`config.mk`:
```
export PLATFORM = sky130hd
export DESIGN_NAME = counter_arbiter_flat
export DESIGN_NICKNAME = d
export VERILOG_FILES = /design/src/rtl/counter_arbiter_if.sv /design/src/rtl/counter_arbiter.sv /design/src/flat_wrapper.sv
export SDC_FILE = /design/constraint.sdc
export NUM_CORES = 1
export LEC_CHECK = 0
export BUFFER_PORTS_ARGS = -buffer_cell sky130_fd_sc_hd__buf_2
export CELL_PAD_IN_SITES_DETAIL_PLACEMENT = 0
export CELL_PAD_IN_SITES_GLOBAL_PLACEMENT = 1
export CORE_UTILIZATION = 41
export DETAILED_ROUTE_END_ITERATION = 6
export PLACE_DENSITY = 0.87
export SYNTH_ARGS = -nofsm -noshare
export SYNTH_HDL_FRONTEND = slang
export SYNTH_SLANG_ARGS = --single-unit
```
`constraint.sdc`:
```
create_clock -name clk -period 3.6 [get_ports clk]
set_input_delay 0.18 -clock clk [delete_from_list [all_inputs] [get_ports clk]]
set_output_delay 0.18 -clock clk [all_outputs]
set_load 0.03 [all_outputs]
```
`src/rtl/counter_arbiter_if.sv`:
```
// Request/grant bus between two requesters and the shared counter arbiter.
// The master modport is the requester side; the slave modport is the arbiter.
interface counter_arbiter_if #(
  parameter int WIDTH = 5
);
  // Handshake: req[i] is a level request held high by requester i until it is served.
  // A grant is the cycle gnt[i] rises. The granted limit is captured on that edge.
  // gnt[i] stays high for the whole count. done[i] pulses for one cycle when the count ends.
  // A request that is still high after done is treated as a new request.
  logic [1:0]       req;
  logic [WIDTH-1:0] limit0;
  logic [WIDTH-1:0] limit1;
  logic [1:0]       gnt;
  logic             busy;
  logic [WIDTH-1:0] q;
  logic [1:0]       done;

  modport master (
    output req, limit0, limit1,
    input  gnt, busy, q, done
  );

  modport slave (
    input  req, limit0, limit1,
    output gnt, busy, q, done
  );
endinterface

```
`src/rtl/counter_arbiter.sv`:
```
// Round-robin arbiter that lends one shared up-counter to two requesters (IDLE/COUNT/DONE).
// Optional macro COUNTER_ARB_ABORT_EN: dropping the granted req during COUNT aborts the count.
module counter_arbiter #(
  parameter int WIDTH = 5
) (
  input  logic              clk,
  input  logic              reset,
  counter_arbiter_if.slave  bus,
  output logic [1:0]        state_o
);

  typedef enum logic [1:0] {
    IDLE  = 2'd0,
    COUNT = 2'd1,
    DONE  = 2'd2
  } state_e;

  state_e           state_q;
  logic [1:0]       gnt_q;
  logic [1:0]       done_q;
  logic             busy_q;
  logic [WIDTH-1:0] q_q;
  logic [WIDTH-1:0] limit_q;
  logic             last_q;

  logic             win_d;
  logic [1:0]       gnt_d;
  logic [WIDTH-1:0] limit_d;

  // A single request wins outright; a contested grant goes to the one not served last.
  always_comb begin
    win_d = bus.req[1];
    if (&bus.req) begin
      win_d = ~last_q;
    end
    gnt_d   = win_d ? 2'b10 : 2'b01;
    limit_d = win_d ? bus.limit1 : bus.limit0;
  end

  always_ff @(posedge clk or posedge reset) begin
    if (reset) begin
      state_q <= IDLE;
      gnt_q   <= 2'b00;
      done_q  <= 2'b00;
      busy_q  <= 1'b0;
      q_q     <= '0;
      limit_q <= '0;
      last_q  <= 1'b1;
    end else begin
      case (state_q)
        IDLE: begin
          done_q <= 2'b00;
          q_q    <= '0;
          if (|bus.req) begin
            state_q <= COUNT;
            gnt_q   <= gnt_d;
            busy_q  <= 1'b1;
            limit_q <= limit_d;
            last_q  <= win_d;
          end
        end
        COUNT: begin
`ifdef COUNTER_ARB_ABORT_EN
          if (!(|(bus.req & gnt_q))) begin
            state_q <= IDLE;
            gnt_q   <= 2'b00;
            busy_q  <= 1'b0;
            q_q     <= '0;
          end else
`endif
          // Stop on the limit rather than wrapping, so the maximum limit is reachable.
          if (q_q == limit_q) begin
            state_q <= DONE;
            done_q  <= gnt_q;
            gnt_q   <= 2'b00;
            busy_q  <= 1'b0;
          end else begin
            q_q <= q_q + WIDTH'(1);
          end
        end
        DONE: begin
          state_q <= IDLE;
          done_q  <= 2'b00;
          q_q     <= '0;
        end
        default: begin
          state_q <= IDLE;
          gnt_q   <= 2'b00;
          done_q  <= 2'b00;
          busy_q  <= 1'b0;
          q_q     <= '0;
        end
      endcase
    end
  end

  assign bus.gnt  = gnt_q;
  assign bus.busy = busy_q;
  assign bus.q    = q_q;
  assign bus.done = done_q;
  assign state_o  = state_q;

endmodule

```
`src/flat_wrapper.sv`:
```
// flat-port wrapper written by rule: the top's interface ports become plain ports
module counter_arbiter_flat 
#(
  parameter int WIDTH = 5
)
  (clk, reset, state_o, bus_req, bus_limit0, bus_limit1, bus_gnt, bus_busy, bus_q, bus_done);
  counter_arbiter_if #(.WIDTH(WIDTH)) bus_i ();
  input  logic clk;
  input  logic reset;
  output logic [1:0] state_o;
  input wire logic [$bits(bus_i.req)-1:0] bus_req;
  input wire logic [$bits(bus_i.limit0)-1:0] bus_limit0;
  input wire logic [$bits(bus_i.limit1)-1:0] bus_limit1;
  output wire logic [$bits(bus_i.gnt)-1:0] bus_gnt;
  output wire logic [$bits(bus_i.busy)-1:0] bus_busy;
  output wire logic [$bits(bus_i.q)-1:0] bus_q;
  output wire logic [$bits(bus_i.done)-1:0] bus_done;
  assign bus_i.req = bus_req;
  assign bus_i.limit0 = bus_limit0;
  assign bus_i.limit1 = bus_limit1;
  assign bus_gnt = bus_i.gnt;
  assign bus_busy = bus_i.busy;
  assign bus_q = bus_i.q;
  assign bus_done = bus_i.done;
  counter_arbiter #(.WIDTH(WIDTH)) u_core (.clk(clk), .reset(reset), .bus(bus_i), .state_o(state_o));
endmodule
```
==> out/metrics.yaml, run 1 <==
outcome:
  status: "finished clean"
setup_path:
  crit_chain: "xor2_1 -> or2_1 -> nor2_8 -> mux2i_1"
  cp_slowest_cell: "dfrtp_1"
  crit_path_max_fanout: 7
  cp_data_required_time_ps: 3810
  cp_slowest_stage_delay_ps: 480
  worst-r2r-setup-slack_ps: 2060
  worstPathArrival_ps: 1750
  cp_top_family: "simple AND/OR/NAND/NOR gates"
  cp-start-kind: "flop"
  endpoint_kind: "flop"
  path_buf_inv: 0
  critPathKind: "flop to flop"
job:
  drv_cap: 0
floorplanning:
  die_w_um: 50.7
  die_area_um2: 2570
  die_h_um: 50.7
  initial_core_util_pct: 43.6
  fp-row-count: 17
  core_um2: 2230
  io_pins: 26
route:
  drt_first_pass_iters: 4
  post_drt_wl_per_cell_um: 12.0
  drtAntennaViolNets: 0
  drc: 0
  num_vias: 803
  viasPerCell: 5.25
  drtIter0Drc: 15
  totalWireLength_mm: 1.84
sta:
  fmax_mhz: 650
  max-slew-margin-rel_pct: 29.2
  hold_viol_final: 0
  tns_ps: 0
  clock_skew_ps: 8.59
  post-route-period-util_pct: 42.8
  slew_violations: 0
  period_needed_ps: 1540
  rsz0062_at_grt: "false"
  worst_slew_pin_slew_ps: 1050
  setup_viol: 0
cts:
  cts.hold.buffers_added: 1
  cts.root.buffer_cell: "clkbuf_4"
  insertion_delay_ps: 290
  cts_sinks: 18
  numCtsBuffers: 3
  clk_path_buf_depth: 2
  post-cts-setup-buffers: 0
  cts-htree-levels: 1
  cts_tree: "built"
  cts_resized: 0
  path_clk_slew_ps: 100
synthesis:
  ys_warn_count: 0
  synth_flop_cell: "dfrtp_1"
  synth_cells: 98
  ys_ff_latch: 18
  yosysSeqAreaShare_pct: 46.4
  synth_edf_count: 0
  synth_area_per_cell_um2: 9.93
  synth_top_area_share_pct: 43.7
  synth_top_area_cell: "dfrtp_1"
  syn_area_um2: 973
  synth_cell_types: 34
  ys_top_cells_by_area: "dfrtp_1, mux2i_1, o21ai_0"
  synth_common_cells: "dfrtp_1, nand2_1, o21ai_0"
  syn_nets: 113
  synth.most_common_cell: "dfrtp_1"
  async_reset_ff_share_pct: 100
grt:
  grt_first_pass_wirelength_mm: 3.28
  antenna_found_initial: 0
  grtUsageTotal_pct: 16.8
  gr-usage-met3_pct: 2.73
  grt_max_degree: 19
  gr-total-overflow: 0
  grt_use_met2_pct: 25.1
  busiest_layer: "met2"
  met1_usage_pct: 23.5
  grt_pass1_vias: 737
finish:
  num-nets-final: 141
  drive_above_1_share_pct: 27.2
  syn2layout_area_growth_pct: 18.3
  filler_cell_count: 219
  final_cell_area_um2: 1150
  multiInputGateArea_um2: 492
  seq_area_um2: 452
  antenna_cells: 0
placement:
  port_buffers: 25
  place_area_um2: 1110
  hpwl_mm: 1.41
  gp_congestion: 0.836
pwr:
  p_leak_nw: 0.549
  p_per_area_nw_per_um2: 894
  max-vdd-ir-drop_mv: 0.392
worst_hold_path:
  hold_path.class: "input port to flop"
==> per-layer routing <==
metal / routed length [um] / up-vias
met3: 80 / 2
met5: 0 / -
met4: 13 / 0
met2: 834 / 20
li1: - / 404
met1: 910 / 377
==> final timing paths <==
kind,start,endpoint,depth (start not counted)
worst max register to register,u_core.bus.q[2],u_core.bus.done[1],4
max in group asynchronous,reset,u_core.limit_q[3],3
worst min register to register,u_core.limit_q[0],u_core.limit_q[0],2
min in group asynchronous,reset,u_core.limit_q[4],3
worst max-delay path,u_core.bus.q[2],u_core.bus.done[1],4
worst min-delay path,bus_req[0],u_core.last_q,2
==> sequential cells by signal (all words and copies together) (netlist names) <==
register,count
u_core.state_o,2
u_core.bus.busy,1
u_core.bus.gnt,2
u_core.limit_q,5
u_core.last_q,1
u_core.bus.done,2
u_core.bus.q,5
==> layout make-up <==
type	instances	area share [%]
inverter	3	0.978
multi-input combinational	74	42.7
clock buffer	4	2.28
tap	28	3.04
timing repair buffer	26	11.7
sequential	18	39.2
==> worst reg2reg max path, cell delays in order, from the launching register on <==
cell,delay [ps]
dfrtp_1,480
xor2_1,200
or2_1,380
nor2_8,200
mux2i_1,200
==> cells in the final DEF (no fill, tap or decap), drive strengths merged <==
| master | netlist | final |
|---|---|---|
| buf | 1 | 25 |
| dfrtp | 17 | 17 |
| nand2 | 12 | 12 |
| o21ai | 10 | 10 |
| mux2i | 7 | 7 |
| nand3 | 7 | 7 |
| nand4 | 4 | 4 |
| clkbuf | 2 | 4 |
| nand2b | 3 | 3 |
| xnor2 | 3 | 3 |
| nor2b | 3 | 3 |
| nor3 | 3 | 3 |
| inv | 3 | 3 |
| nor2 | 3 | 3 |
| xor2 | 2 | 2 |
| a21oi | 2 | 2 |
| o22ai | 2 | 2 |
| nor3b | 2 | 2 |
| or2 | 1 | 1 |
| and3 | 1 | 1 |
| a22oi | 1 | 1 |
| a31oi | 1 | 1 |
| nand3b | 1 | 1 |
| or3 | 1 | 1 |
| o211ai | 1 | 1 |
| a21boi | 1 | 1 |
| o21a | 1 | 1 |
| o311ai | 1 | 1 |
| ha | 1 | 1 |
| dlygate4sd3 | 0 | 1 |
| dfstp | 1 | 1 |
==> cells by family after synthesis <==
| family | Yosys count | synth area share [%] |
|---|---|---|
| AOI/OAI and AO/OA | 20 | 13.2 |
| and+or+nand+nor | 41 | 24.3 |
| DFF | 18 | 46.4 |
| xor gates and xnor gates | 5 | 4.50 |
| adders and majority gates | 1 | 1.29 |
| buffers and inverters | 6 | 3.08 |
| muxes | 7 | 7.20 |
==> power by group <==
| group | leakage (nW) | internal [mW] | total (mW) | switching (mW) |
|---|---|---|---|---|
| logic | 0.309 | 0.190 | 0.555 | 0.365 |
| clock network | 0.0150 | 0.0430 | 0.101 | 0.0584 |
| registers | 0.225 | 0.289 | 0.373 | 0.0835 |
==> metrics by stage <==
| step | util (%) | total power [mW] | worst slack, ps | std cells | hold WS [ps] |
|---|---|---|---|---|---|
| 6_report | 51.5 | 1.03 | 2060 | 153 | 102 |
| 5_1_grt | 51.5 | 1.13 | 1890 | 153 | 102 |
| 4_1_cts | 51.5 | 1.04 | 2060 | 153 | 92.8 |
| 3_5_place_dp | 49.9 | 0.936 | 2010 | 148 | 312 |
| 3_3_place_gp | 49.9 | 0.917 | 2040 | 148 | 312 |
| 2_1_floorplan | - | 0.823 | 2110 | 98 | 118 |
Note: power is estimated with default switching activity, not from simulation.
==> inputs of run 2 (changes only) <==
Settings changed: ABC_AREA set to 1, CORE_UTILIZATION 41 to 36, PLACE_DENSITY 0.87 to 0.81.
Clock period 3.6 ns to 1.48 ns, I/O delays scaled along.
==> run 2 against run 1 <==
Net effect: die area increased by 10%; highest routed layer unchanged; critical path depth rose by 2; largest cell class is now flip-flops and latches; worst hold slack got worse by 42 ps; register-to-register slack worse by 1900 ps; clock power rose by 140%; combinational power is 150% higher; non-clock buffer count up 3; utilization decreased by 4.4 points; critical endpoint is now u_core.bus.busy; synthesized area down 3.1%.
==> out/metrics.yaml, run 2 <==
outcome:
  status: "finished clean"
synthesis:
  async_reset_ff_share_pct: 100
  yosysSeqAreaShare_pct: 47.9
  ys_ff_latch: 18
  syn_area_um2: 943
  synth_top_area_cell: "dfrtp_1"
  synth_flop_cell: "dfrtp_1"
  synth_top_area_share_pct: 45.1
  synth_edf_count: 0
  synth_common_cells: "nand2_1, dfrtp_1, nor2_1"
  synth_cell_types: 22
  synth_area_per_cell_um2: 8.42
  syn_nets: 127
  ys_top_cells_by_area: "dfrtp_1, nand2_1, nand3_1"
  ys_warn_count: 0
  synth_cells: 112
  synth.most_common_cell: "nand2_1"
setup_path:
  crit_chain: "xnor2_1 -> nand3_4 -> nand2_4 -> nand2_2 -> nand2_1 -> nand2_1"
  cp-start-kind: "flop"
  endpoint_kind: "flop"
  cp_top_family: "simple AND/OR/NAND/NOR gates"
  r2r_end: "u_core.bus.busy"
  worst-r2r-setup-slack_ps: 160
  path_common_cell: "nand2_1"
  crit_path_max_fanout: 9
  r2r_start: "u_core.bus.q[4]"
  rr_worst_depth: 6
  cp_slowest_cell: "dfrtp_1"
  cp_slowest_stage_delay_ps: 450
  cp_data_required_time_ps: 1660
  worstPathArrival_ps: 1500
  path_buf_inv: 0
  critPathKind: "flop to flop"
finish:
  drive_above_1_share_pct: 35.2
  finalNonFillerCells: 175
  antenna_cells: 0
  mostFrequentLayoutCell: "nand2_1"
  syn2layout_area_growth_pct: 23.9
  layout_common_cells: "nand2_1, buf_2, dfrtp_1"
  num-nets-final: 161
  final_cell_area_um2: 1170
route:
  drt_first_pass_iters: 4
  viasPerCell: 4.70
  drtAntennaViolNets: 0
  drc: 0
  drtIter0Drc: 16
  num_vias: 823
  totalWireLength_mm: 1.99
  post_drt_wl_per_cell_um: 11.4
sta:
  hold_viol_final: 0
  setup_viol: 0
  fmax_mhz: 757
  layout_setup_ws_ps: 158
  rsz0062_at_grt: "false"
  worst_slew_pin_slew_ps: 694
  slew_violations: 0
  post-route-period-util_pct: 89.3
  whs_ps: 59.7
  max-slew-margin-rel_pct: 53.7
  tns_ps: 0
  period_needed_ps: 1320
  clock_skew_ps: 0.850
placement:
  placed_cells: 170
  hpwl_mm: 1.56
  gp_congestion: 0.771
  place_area_um2: 1130
  dp_slack_ps: 123
  port_buffers: 25
grt:
  grt_first_pass_wirelength_mm: 3.56
  grt_pass1_vias: 840
  gr-total-overflow: 0
  antenna_found_initial: 0
  grtUsageTotal_pct: 17.9
  grt_max_degree: 19
pwr:
  p_leak_nw: 0.630
  max-vdd-ir-drop_mv: 1.07
  p_per_area_nw_per_um2: 2160
cts:
  cts_sinks: 18
  numCtsBuffers: 3
  path_clk_slew_ps: 100
  cts_tree: "built"
  insertion_delay_ps: 280
  cts.root.buffer_cell: "clkbuf_4"
  post-cts-setup-buffers: 0
  clk_path_buf_depth: 2
  cts-htree-levels: 1
worst_hold_path:
  holdCritStartpoint: "bus_limit1[1]"
  worstHoldPathCells: 3
  hold_end: "u_core.limit_q[1]"
  hold_path.class: "input port to flop"
floorplanning:
  die_w_um: 53.2
  io_pins: 26
  die_area_um2: 2830
  initial_core_util_pct: 38.1
  fp-row-count: 18
  core_um2: 2480
  die_h_um: 53.2
job:
  drv_cap: 0
[run 2: what timing repair did]
action                     CTS  global route
resized for setup            0             3
setup endpoints to repair    0             3
hold buffers                 1             0
hold endpoints to repair    17             0
[run 2: report_power, final]
group          switching [mW]  leakage (nW)  internal (mW)  total, mW
Clock                   0.143        0.0150          0.105      0.247
Sequential              0.204         0.223          0.713      0.917
Combinational           0.884         0.391          0.473       1.36
Total                    1.23         0.630           1.29       2.52
[run 2: routing by layer]
| layer | vias to the layer above | track usage (%) | share of wire, % |
|---|---|---|---|
| met5 | - | 0 | 0 |
| met4 | 0 | 6.58 | 0.60 |
| met3 | 2 | 3.45 | 4.2 |
| met2 | 18 | 30.8 | 49 |
| met1 | 382 | 21.9 | 46 |
| li1 | 421 | - | - |
[run 2: stage by stage]
step / power [mW] / utilization, %
final: 2.52 / 47.2
after global routing: 2.77 / 47.2
after global placement: 2.27 / 45.6
after floorplan: 1.92 / -
after CTS: 2.56 / 47.0
after detailed placement: 2.30 / 45.6
[run 2: worst max path at each step]
| stage | startpoint | endpoint | slack, ps | cells past startpoint |
|---|---|---|---|---|
| 2_1_floorplan | u_core.bus.q[0] | u_core.bus.busy | 90 | 9 |
| 3_3_place_gp | u_core.bus.q[2] | u_core.bus.busy | 170 | 8 |
| 3_5_place_dp | u_core.bus.q[2] | u_core.bus.busy | 120 | 8 |
| 4_1_cts | u_core.bus.q[2] | u_core.bus.busy | 110 | 8 |
| 5_1_grt | u_core.bus.q[0] | u_core.bus.gnt[1] | 20 | 9 |
| 6_report | u_core.bus.q[4] | u_core.bus.busy | 160 | 6 |
[run 2: final cells by class]
| class | count | area (um^2) |
|---|---|---|
| clock buffer | 4 | 26.3 |
| timing repair buffer | 29 | 158 |
| inverter | 13 | 48.8 |
| fill | 252 | 1310 |
| sequential | 18 | 455 |
| tap | 30 | 37.5 |
| multi-input combinational | 81 | 443 |
[run 2: kinds of logic (layout without fill, tap and decap cells)]
family | Yosys count | after routing | synth area share [%]
xor+xnor | 3 | 3 | 2.79
fa+ha+maj | 1 | 1 | 1.33
buf+inv | 13 | 46 | 5.17
simple gates | 64 | 64 | 35.5
compound gates | 13 | 13 | 7.29
flops | 18 | 18 | 47.9
[run 2: worst register-to-register path: cells and delay by family (launching register included)]
family        cells  cell delay [ps]
simple gates      5              490
flops             1              450
xor+xnor          1              270
